## src/rtl/rf_wb_arbiter_if.sv

```systemverilog
// Write-back bus between the three requesters, the register-file write port and
// the decode-stage hazard check. The arbiter takes the slave side.
interface rf_wb_arbiter_if #(
  parameter int DATA_W = 32,
  parameter int ADDR_W = 5
);
  logic              WBA_hold;

  logic              REQ0_valid;
  logic              REQ1_valid;
  logic              REQ2_valid;
  logic [ADDR_W-1:0] REQ0_rd;
  logic [ADDR_W-1:0] REQ1_rd;
  logic [ADDR_W-1:0] REQ2_rd;
  logic [DATA_W-1:0] REQ0_wd;
  logic [DATA_W-1:0] REQ1_wd;
  logic [DATA_W-1:0] REQ2_wd;
  logic              REQ0_ready;
  logic              REQ1_ready;
  logic              REQ2_ready;

  logic              WB_EN;
  logic [ADDR_W-1:0] WB_WA;
  logic [DATA_W-1:0] WB_WD;

  logic [ADDR_W-1:0] HZ_ADDR1;
  logic [ADDR_W-1:0] HZ_ADDR2;
  logic              HZ_STALL;

  modport master (
    output WBA_hold,
    output REQ0_valid, REQ1_valid, REQ2_valid,
    output REQ0_rd, REQ1_rd, REQ2_rd,
    output REQ0_wd, REQ1_wd, REQ2_wd,
    input  REQ0_ready, REQ1_ready, REQ2_ready,
    input  WB_EN, WB_WA, WB_WD,
    output HZ_ADDR1, HZ_ADDR2,
    input  HZ_STALL
  );

  modport slave (
    input  WBA_hold,
    input  REQ0_valid, REQ1_valid, REQ2_valid,
    input  REQ0_rd, REQ1_rd, REQ2_rd,
    input  REQ0_wd, REQ1_wd, REQ2_wd,
    output REQ0_ready, REQ1_ready, REQ2_ready,
    output WB_EN, WB_WA, WB_WD,
    input  HZ_ADDR1, HZ_ADDR2,
    output HZ_STALL
  );
endinterface

```

## src/rtl/rf_wb_arbiter.sv

```systemverilog
// Round-robin arbiter sharing the register-file write port among ALU, load and
// CSR/debug write-backs, with a registered write stage and RAW hazard detection.
module rf_wb_arbiter #(
  parameter int DATA_W = 32,
  parameter int ADDR_W = 5
) (
  input logic            WBA_clk,
  input logic            WBA_rst,
  rf_wb_arbiter_if.slave bus
);

  logic [1:0]        ptr_q, ptr_d;
  logic              wbEn_q, wbEn_d;
  logic [ADDR_W-1:0] wbAddr_q, wbAddr_d;
  logic [DATA_W-1:0] wbData_q, wbData_d;

  logic [2:0]        reqValid;
  logic [1:0]        ptrEff;
  logic [2:0]        rotValid;
  logic [1:0]        grantOffset;
  logic [1:0]        grantIdx;
  logic              grantAny;
  logic [2:0]        grantVec;
  logic [ADDR_W-1:0] selRd;
  logic [DATA_W-1:0] selWd;
  logic              hit1, hit2;

  function automatic logic [1:0] addMod3(input logic [1:0] a, input logic [1:0] b);
    logic [2:0] sum;
    sum = {1'b0, a} + {1'b0, b};
    if (sum >= 3'd3) begin
      sum = sum - 3'd3;
    end
    return sum[1:0];
  endfunction

  assign reqValid = {bus.REQ2_valid, bus.REQ1_valid, bus.REQ0_valid};

  // An illegal pointer value of 3 behaves exactly like 0.
  assign ptrEff = (ptr_q == 2'd3) ? 2'd0 : ptr_q;

  always_comb begin
    rotValid    = reqValid;
    grantOffset = 2'd0;
    grantAny    = 1'b0;
    grantVec    = 3'b000;
    case (ptrEff)
      2'd1:    rotValid = {reqValid[0], reqValid[2], reqValid[1]};
      2'd2:    rotValid = {reqValid[1], reqValid[0], reqValid[2]};
      default: rotValid = reqValid;
    endcase
    if (rotValid[0]) begin
      grantOffset = 2'd0;
    end else if (rotValid[1]) begin
      grantOffset = 2'd1;
    end else begin
      grantOffset = 2'd2;
    end
    grantIdx = addMod3(ptrEff, grantOffset);
    grantAny = (|rotValid) && !bus.WBA_hold && !WBA_rst;
    if (grantAny) begin
      grantVec = 3'b001 << grantIdx;
    end
  end

  assign bus.REQ0_ready = grantVec[0];
  assign bus.REQ1_ready = grantVec[1];
  assign bus.REQ2_ready = grantVec[2];

  always_comb begin
    selRd = bus.REQ0_rd;
    selWd = bus.REQ0_wd;
    case (grantIdx)
      2'd1: begin
        selRd = bus.REQ1_rd;
        selWd = bus.REQ1_wd;
      end
      2'd2: begin
        selRd = bus.REQ2_rd;
        selWd = bus.REQ2_wd;
      end
      default: begin
        selRd = bus.REQ0_rd;
        selWd = bus.REQ0_wd;
      end
    endcase
  end

  // Writes to x0 still consume the grant and advance the pointer, but never enable the port.
  always_comb begin
    ptr_d    = ptrEff;
    wbEn_d   = 1'b0;
    wbAddr_d = wbAddr_q;
    wbData_d = wbData_q;
    if (grantAny) begin
      ptr_d    = addMod3(grantIdx, 2'd1);
      wbEn_d   = (selRd != '0);
      wbAddr_d = selRd;
      wbData_d = selWd;
    end
  end

  always_ff @(posedge WBA_clk or posedge WBA_rst) begin
    if (WBA_rst) begin
      ptr_q    <= 2'd0;
      wbEn_q   <= 1'b0;
      wbAddr_q <= '0;
      wbData_q <= '0;
    end else begin
      ptr_q    <= ptr_d;
      wbEn_q   <= wbEn_d;
      wbAddr_q <= wbAddr_d;
      wbData_q <= wbData_d;
    end
  end

  assign bus.WB_EN = wbEn_q;
  assign bus.WB_WA = wbAddr_q;
  assign bus.WB_WD = wbData_q;

  // Pending requests count as hazards whether or not they win arbitration this cycle.
  always_comb begin
    hit1 = 1'b0;
    hit2 = 1'b0;
    if (bus.REQ0_valid && bus.REQ0_rd == bus.HZ_ADDR1) hit1 = 1'b1;
    if (bus.REQ1_valid && bus.REQ1_rd == bus.HZ_ADDR1) hit1 = 1'b1;
    if (bus.REQ2_valid && bus.REQ2_rd == bus.HZ_ADDR1) hit1 = 1'b1;
    if (wbEn_q && wbAddr_q == bus.HZ_ADDR1)            hit1 = 1'b1;
    if (bus.REQ0_valid && bus.REQ0_rd == bus.HZ_ADDR2) hit2 = 1'b1;
    if (bus.REQ1_valid && bus.REQ1_rd == bus.HZ_ADDR2) hit2 = 1'b1;
    if (bus.REQ2_valid && bus.REQ2_rd == bus.HZ_ADDR2) hit2 = 1'b1;
    if (wbEn_q && wbAddr_q == bus.HZ_ADDR2)            hit2 = 1'b1;
  end

  assign bus.HZ_STALL = !WBA_rst &&
                        ((hit1 && (bus.HZ_ADDR1 != '0)) || (hit2 && (bus.HZ_ADDR2 != '0)));

  grantOneHot: assert property (@(posedge WBA_clk) disable iff (WBA_rst) $onehot0(grantVec));
  ptrLegal:    assert property (@(posedge WBA_clk) disable iff (WBA_rst) ptr_q != 2'd3);

endmodule

```

## src/flat_wrapper.sv

```systemverilog
// flat-port wrapper written by rule: the top's interface ports become plain ports
module rf_wb_arbiter_flat 
#(
  parameter int DATA_W = 32,
  parameter int ADDR_W = 5
)
  (WBA_clk, WBA_rst, bus_WBA_hold, bus_REQ0_valid, bus_REQ1_valid, bus_REQ2_valid, bus_REQ0_rd, bus_REQ1_rd, bus_REQ2_rd, bus_REQ0_wd, bus_REQ1_wd, bus_REQ2_wd, bus_REQ0_ready, bus_REQ1_ready, bus_REQ2_ready, bus_WB_EN, bus_WB_WA, bus_WB_WD, bus_HZ_ADDR1, bus_HZ_ADDR2, bus_HZ_STALL);
  rf_wb_arbiter_if #(.DATA_W(DATA_W), .ADDR_W(ADDR_W)) bus_i ();
  input logic WBA_clk;
  input logic WBA_rst;
  input wire logic [$bits(bus_i.WBA_hold)-1:0] bus_WBA_hold;
  input wire logic [$bits(bus_i.REQ0_valid)-1:0] bus_REQ0_valid;
  input wire logic [$bits(bus_i.REQ1_valid)-1:0] bus_REQ1_valid;
  input wire logic [$bits(bus_i.REQ2_valid)-1:0] bus_REQ2_valid;
  input wire logic [$bits(bus_i.REQ0_rd)-1:0] bus_REQ0_rd;
  input wire logic [$bits(bus_i.REQ1_rd)-1:0] bus_REQ1_rd;
  input wire logic [$bits(bus_i.REQ2_rd)-1:0] bus_REQ2_rd;
  input wire logic [$bits(bus_i.REQ0_wd)-1:0] bus_REQ0_wd;
  input wire logic [$bits(bus_i.REQ1_wd)-1:0] bus_REQ1_wd;
  input wire logic [$bits(bus_i.REQ2_wd)-1:0] bus_REQ2_wd;
  output wire logic [$bits(bus_i.REQ0_ready)-1:0] bus_REQ0_ready;
  output wire logic [$bits(bus_i.REQ1_ready)-1:0] bus_REQ1_ready;
  output wire logic [$bits(bus_i.REQ2_ready)-1:0] bus_REQ2_ready;
  output wire logic [$bits(bus_i.WB_EN)-1:0] bus_WB_EN;
  output wire logic [$bits(bus_i.WB_WA)-1:0] bus_WB_WA;
  output wire logic [$bits(bus_i.WB_WD)-1:0] bus_WB_WD;
  input wire logic [$bits(bus_i.HZ_ADDR1)-1:0] bus_HZ_ADDR1;
  input wire logic [$bits(bus_i.HZ_ADDR2)-1:0] bus_HZ_ADDR2;
  output wire logic [$bits(bus_i.HZ_STALL)-1:0] bus_HZ_STALL;
  assign bus_i.WBA_hold = bus_WBA_hold;
  assign bus_i.REQ0_valid = bus_REQ0_valid;
  assign bus_i.REQ1_valid = bus_REQ1_valid;
  assign bus_i.REQ2_valid = bus_REQ2_valid;
  assign bus_i.REQ0_rd = bus_REQ0_rd;
  assign bus_i.REQ1_rd = bus_REQ1_rd;
  assign bus_i.REQ2_rd = bus_REQ2_rd;
  assign bus_i.REQ0_wd = bus_REQ0_wd;
  assign bus_i.REQ1_wd = bus_REQ1_wd;
  assign bus_i.REQ2_wd = bus_REQ2_wd;
  assign bus_REQ0_ready = bus_i.REQ0_ready;
  assign bus_REQ1_ready = bus_i.REQ1_ready;
  assign bus_REQ2_ready = bus_i.REQ2_ready;
  assign bus_WB_EN = bus_i.WB_EN;
  assign bus_WB_WA = bus_i.WB_WA;
  assign bus_WB_WD = bus_i.WB_WD;
  assign bus_i.HZ_ADDR1 = bus_HZ_ADDR1;
  assign bus_i.HZ_ADDR2 = bus_HZ_ADDR2;
  assign bus_HZ_STALL = bus_i.HZ_STALL;
  rf_wb_arbiter #(.DATA_W(DATA_W), .ADDR_W(ADDR_W)) u_core (.WBA_clk(WBA_clk), .WBA_rst(WBA_rst), .bus(bus_i));
endmodule
```

## config.mk

```make
export PLATFORM = sky130hd
export DESIGN_NAME = rf_wb_arbiter_flat
export DESIGN_NICKNAME = d
export VERILOG_FILES = /design/src/rtl/rf_wb_arbiter_if.sv /design/src/rtl/rf_wb_arbiter.sv /design/src/flat_wrapper.sv
export SDC_FILE = /design/constraint.sdc
export NUM_CORES = 1
export LEC_CHECK = 0
export ABC_AREA = 1
export ABC_CLOCK_PERIOD_IN_PS = 7100
export CAP_MARGIN = 20
export CORE_MARGIN = 5
export CORE_UTILIZATION = 42
export DETAILED_ROUTE_END_ITERATION = 10
export HOLD_SLACK_MARGIN = 0.08
export PLACE_DENSITY_LB_ADDON = 0.05
export SYNTH_ARGS = -nofsm -noshare
export SYNTH_HDL_FRONTEND = slang
export SYNTH_SLANG_ARGS = --single-unit
export TNS_END_PERCENT = 100
```

## constraint.sdc

```tcl
create_clock -name WBA_clk -period 7.1 [get_ports WBA_clk]
set_clock_uncertainty 0.1 [all_clocks]
set_input_delay 2.13 -clock WBA_clk [delete_from_list [all_inputs] [get_ports WBA_clk]]
set_output_delay 2.13 -clock WBA_clk [all_outputs]
set_load 0.05 [all_outputs]
```

======== Yosys cells after proc, flatten, opt, wreduce, memory -nomap -nowiden ========
Cells that the tools add are included.
storage, ports and cells
  word-level logic and storage cells ...... 63
  input bits .............................. 127
  output and inout bits ................... 42
  register bits after elaboration ......... 40
cells by class
  equality and inequality tests ........... 13
  $lt $le $gt $ge ......................... 2
  add/subtract/negate cells ............... 4
  shift-type cells ........................ 1
  reduce and logical (&&, ||, !) cells .... 20
  mux-type cells .......................... 19
operator list
  operator                                                               number
  32-bit one-hot mux with 2 select lines                                 1
  5-bit equality test                                                    8
  5-bit nonzero test                                                     3
  1-bit logical AND                                                      13
  2-bit 2-to-1 mux                                                       6
  5-bit one-hot mux with 2 select lines                                  1
  1-bit 2-to-1 mux                                                       9
  2-bit equality test, second input constant                             3
  3-bit by 2-bit >= comparator with 1-bit output, second input constant  2
  3-bit one-hot mux with 2 select lines                                  1
  2-bit by 1-bit equality test with 1-bit output, second input constant  2
  2-bit subtractor, second input constant                                2
  2-bit by 1-bit adder with 3-bit output, second input constant          1
  2-bit by 2-bit adder with 3-bit output                                 1
  3-bit 2-to-1 mux                                                       1
  3-bit OR reduction                                                     1
  1-bit by 2-bit << shifter with 3-bit output, first input constant      1
  1-bit logical NOT                                                      2
  1-bit logical OR                                                       1

======== Longest topological paths before layout ========
  word-level depth ........................ 13
  mapped depth ............................ 27
  gate-level depth less buffers ........... 26

======== Worst setup path before layout ========
No wires, ideal clock.
  kind .................................... input -> output
  start point ............................. in bus_REQ2_valid
  end point ............................... out bus_REQ2_ready
  slack ................................... -7 ps
  buffers on the path ..................... 1
  stages on the path ...................... 18
  arrival time ............................ 4877 ps
  required time ........................... 4870 ps
  cells stage by stage .................... nand2_1 -> o21ai_1 -> nand2_1 -> o21a_2 -> inv_1 -> nor2_1 -> ha_1 -> inv_1 -> fa_1 -> inv_1 -> ha_1 -> nand3b_1 -> xor2_1 -> inv_1 -> ha_1 -> buf_2 -> inv_1 -> nor2_1
on the way
  longest elaborated chain between the ends .. 8
  elaborated cells on any way between the ends .. 12
  those cells by class .................... 2 x add/sub; 1 x order compare; 1 x shift; 5 x mux; 3 x reduce/logical
RTL lines
  element                                                                                    line                                      source
  start: declaration                                                                         flat_wrapper.sv:14                        input wire logic [$bits(bus_i.REQ2_valid)-1:0] bus_REQ2_valid;
  3-bit one-hot mux with 2 select lines *                                                    rf_wb_arbiter.sv:47                       case (ptrEff)
  2-bit 2-to-1 mux                                                                           rf_wb_arbiter.sv:54                       end else if (rotValid[1]) begin
  2-bit 2-to-1 mux                                                                           rf_wb_arbiter.sv:52                       if (rotValid[0]) begin
  2-bit by 2-bit adder with 3-bit output                                                     rf_wb_arbiter.sv:30                       sum = {1'b0, a} + {1'b0, b};
  3-bit by 2-bit >= comparator with 1-bit output / 2-bit subtractor (equally long branches)  rf_wb_arbiter.sv:31, rf_wb_arbiter.sv:32
  2-bit 2-to-1 mux                                                                           rf_wb_arbiter.sv:31                       if (sum >= 3'd3) begin
  1-bit by 2-bit << shifter with 3-bit output                                                rf_wb_arbiter.sv:62                       grantVec = 3'b001 << grantIdx;
  3-bit 2-to-1 mux *                                                                         rf_wb_arbiter.sv:61                       if (grantAny) begin
  end: declaration                                                                           flat_wrapper.sv:23                        output wire logic [$bits(bus_i.REQ2_ready)-1:0] bus_REQ2_ready;
Every way passes the cells marked *; elsewhere a longest branch is shown, timed or not.

======== Final worst setup path ========
Same ends and word-level chain as after synthesis.

==> results <==
routing by layer:
layer | part of all wire, % | global-route usage [%] | vias to the layer above
li1 | - | - | 2116
met1 | 39 | 29.4 | 1902
met2 | 50 | 43.3 | 161
met3 | 8.5 | 6.75 | 18
met4 | 1.6 | 6.13 | 0
met5 | 0 | 0 | -
worst max path at each step:
stage,start,end,slack [ns],depth (start not counted)
3_5_place_dp,bus_REQ2_valid,bus_REQ2_ready,-0.29,17
2_1_floorplan,bus_REQ2_valid,bus_REQ0_ready,0.19,17
4_1_cts,bus_REQ2_valid,bus_REQ0_ready,0.006,19
6_report,bus_REQ2_valid,bus_REQ2_ready,0.08,17
3_3_place_gp,bus_REQ0_valid,bus_REQ2_ready,-0.11,17
5_1_grt,bus_REQ2_valid,bus_REQ2_ready,-0.05,17
metrics by stage:
step                      setup TNS, ns  instance area (um^2)  worst slack, ns  hold WS (ns)
final                                 0                  5580           0.0774         0.372
after floorplan                       0                  3530            0.187         0.524
after global routing            -0.0864                  5580          -0.0499         0.403
after CTS                             0                  5530          0.00567         0.377
after detailed placement         -0.844                  5310           -0.293         0.358
after global placement           -0.289                  5310           -0.107         0.353
area by class of cell:
type                       instances  share of cell area [%]
multi-input combinational        445                    40.3
tap                              105                    2.36
clock inverter                     2                    1.08
clock buffer                       5                    1.23
timing repair buffer             193                    33.8
sequential                        40                    17.9
inverter                          48                    3.28
repair_timing:
| item | CTS | global route |
|---|---|---|
| buffers inserted | 5 | 5 |
| pin swaps | 11 | 6 |
| setup endpoints to repair | 3 | 3 |
| gates resized for setup | 25 | 9 |
| gates cloned | 0 | 0 |
critical path, delay by kind of cell:
family / cells / cell delay (ns)
AO/OA/AOI/OAI: 3 / 0.31
XOR/XNOR: 1 / 0.30
adder cells (fa/ha/maj): 3 / 0.90
buffers and inverters: 7 / 0.79
AND/OR/NAND/NOR: 3 / 0.35
state kept, by name, indices dropped and copies added (netlist names):
name,count
u_core.bus.WB_EN,1
u_core.bus.WB_WD,32
u_core.bus.WB_WA,5
u_core.ptr_q,2
cell families (layout without fill, tap and decap cells):
kind of cell / after synthesis / in the layout / share of synthesized area, %
AO/OA/AOI/OAI: 64 / 64 / 12.9
XOR/XNOR: 4 / 4 / 0.995
AND/OR/NAND/NOR: 366 / 366 / 43.2
buffers and inverters: 77 / 248 / 10.3
flip-flops: 40 / 40 / 28.4
adder cells (fa/ha/maj): 11 / 11 / 4.12
cells in the final DEF, fill, tap and decap left out, types with 2 or more instances in the layout:
cell / n
nand3_2: 10
clkbuf_2: 2
o22ai_1: 5
bufinv_16: 2
inv_2: 6
buf_12: 3
o21ai_2: 4
dfrtp_1: 40
ha_4: 3
a22o_1: 32
o21ai_0: 20
buf_4: 25
nor3_1: 2
ha_1: 6
inv_1: 40
nor2_1: 35
nor2_4: 3
nor2_2: 2
clkdlybuf4s50_1: 162
nand2_1: 271
xor2_1: 3
clkbuf_8: 5
nand3b_1: 3
nand3_1: 37
==> results.json <==
{
  "synth_commonest_cells": "272 x nand2_1, 46 x inv_1, 40 x dfrtp_1, 40 x nor2_1, 37 x nand3_1",
  "final_cells": 838,
  "r2r.worst_path.cells": 21,
  "cts_made_buffers": 5,
  "core.rowCount": 33,
  "chipHeight_um": 102,
  "synth_area_per_cell_um2": 6.26,
  "hold_buffers": 0,
  "critical_path_class": "in -> out",
  "cts_sinks": 40,
  "drive_gt1_share_pct": 10.1,
  "top_level_ports": 169,
  "grt_pass1_wl_um": 20200,
  "drt-initial-drc-count": 228,
  "n_antenna_cell": 0,
  "whs_path_depth": 2,
  "worst_skew_pair.late_latency_ns": 0.29,
  "r2r_start": "u_core.ptr_q[0]$_DFF_PP0_",
  "dp_cells": 821,
  "synth_edf_count": 0,
  "max_freq_mhz": 142,
  "required_ns": 4.87,
  "place_congestion": 0.945,
  "grt_usage_pct": 24.5,
  "clockRootBuffer": "clkbuf_8",
  "rrSetupSlack_ns": 2.75,
  "firstDrtPassIters": 4,
  "synth_area_um2": 3520,
  "route.detailed.drc": 0,
  "multi_input_area_um2": 2250,
  "numPortBuffers": 168,
  "slew_viol_final": 0,
  "synth_seq_cells": 40,
  "final_period_minus_worst_setup_slack_ns": 7.02,
  "async_flop_share_pct": 100,
  "hold_viol_final": 0,
  "finalSetupViolCount": 0,
  "max-slew-margin-rel_pct": 63.1,
  "cts_tree": "built",
  "synth.most_common_cell": "nand2_1",
  "crit_fanout": 4,
  "final_nets": 871,
  "grt_overflow": 0,
  "tightest_slew_ns": 0.552,
  "synthTopCellsByArea": "nand2_1 29%, dfrtp_1 28%, a22o_1 8.0%, nand3_1 5.3%, inv_1 4.9%",
  "grt_antenna_before_repair": 0,
  "fill_cells": 738,
  "dieArea_um2": 10300,
  "area_delta_synth_final_pct": 58.4,
  "hpwl_um": 9680,
  "status": "completed",
  "drv_cap": 0,
  "vias_per_cell": 5.01,
  "fp.dieW_um": 102,
  "ys.warnings.count": 0,
  "holdCritPathClass": "reg -> reg",
  "routed_wl_um": 12500,
  "yosysTopAreaCell": "nand2_1",
  "synthFlopType": "dfrtp_1",
  "whs_endpoint": "u_core.bus.WB_WD[17]$_DFFE_PP0P_",
  "ant_nets": 0,
  "core-area_um2": 8180,
  "ys_seq_area_share_pct": 28.4,
  "path_cells": "buf_2, a21oi_2, o21ai_2, o21ai_2, buf_4, buf_4, nand2_1, fa_1, inv_1, ha_1, nand3b_1, xor2_2, inv_2, ha_4, inv_4, nor2_4, buf_12",
  "startpoint_type": "primary input",
  "yosysUniqueCellTypes": 28,
  "synthCells": 562,
  "num_vias": 4197,
  "wl_per_cell_um": 14.9,
  "regArea_um2": 1000,
  "cp.arrival_ns": 4.79,
  "crit_path_max_incr_delay_ns": 0.54,
  "crit_path_end_kind": "output port",
  "crit_slowest_cell": "fa_1",
  "r2r_end": "u_core.bus.WB_WD[19]$_DFFE_PP0P_",
  "finalCritPeriodShare_pct": 98.9,
  "synth.top_cell.area_share_pct": 29.0,
  "grt_max_degree": 44,
  "finish.utilization_pct": 68.2,
  "synth_nets": 700,
  "cts_htree_levels": 2,
  "path_clk_slew_ns": 0.08,
  "clockBufferDepth": 2,
  "first_global_vias": 4142,
  "start_util_pct": 43.1,
  "hold_start": "u_core.bus.WB_WD[17]$_DFFE_PP0P_"
}
Power of run 1 is left out: the tool's default activity adds up to more than one toggle a clock period on the data nets, which glitch-free logic cannot reach.
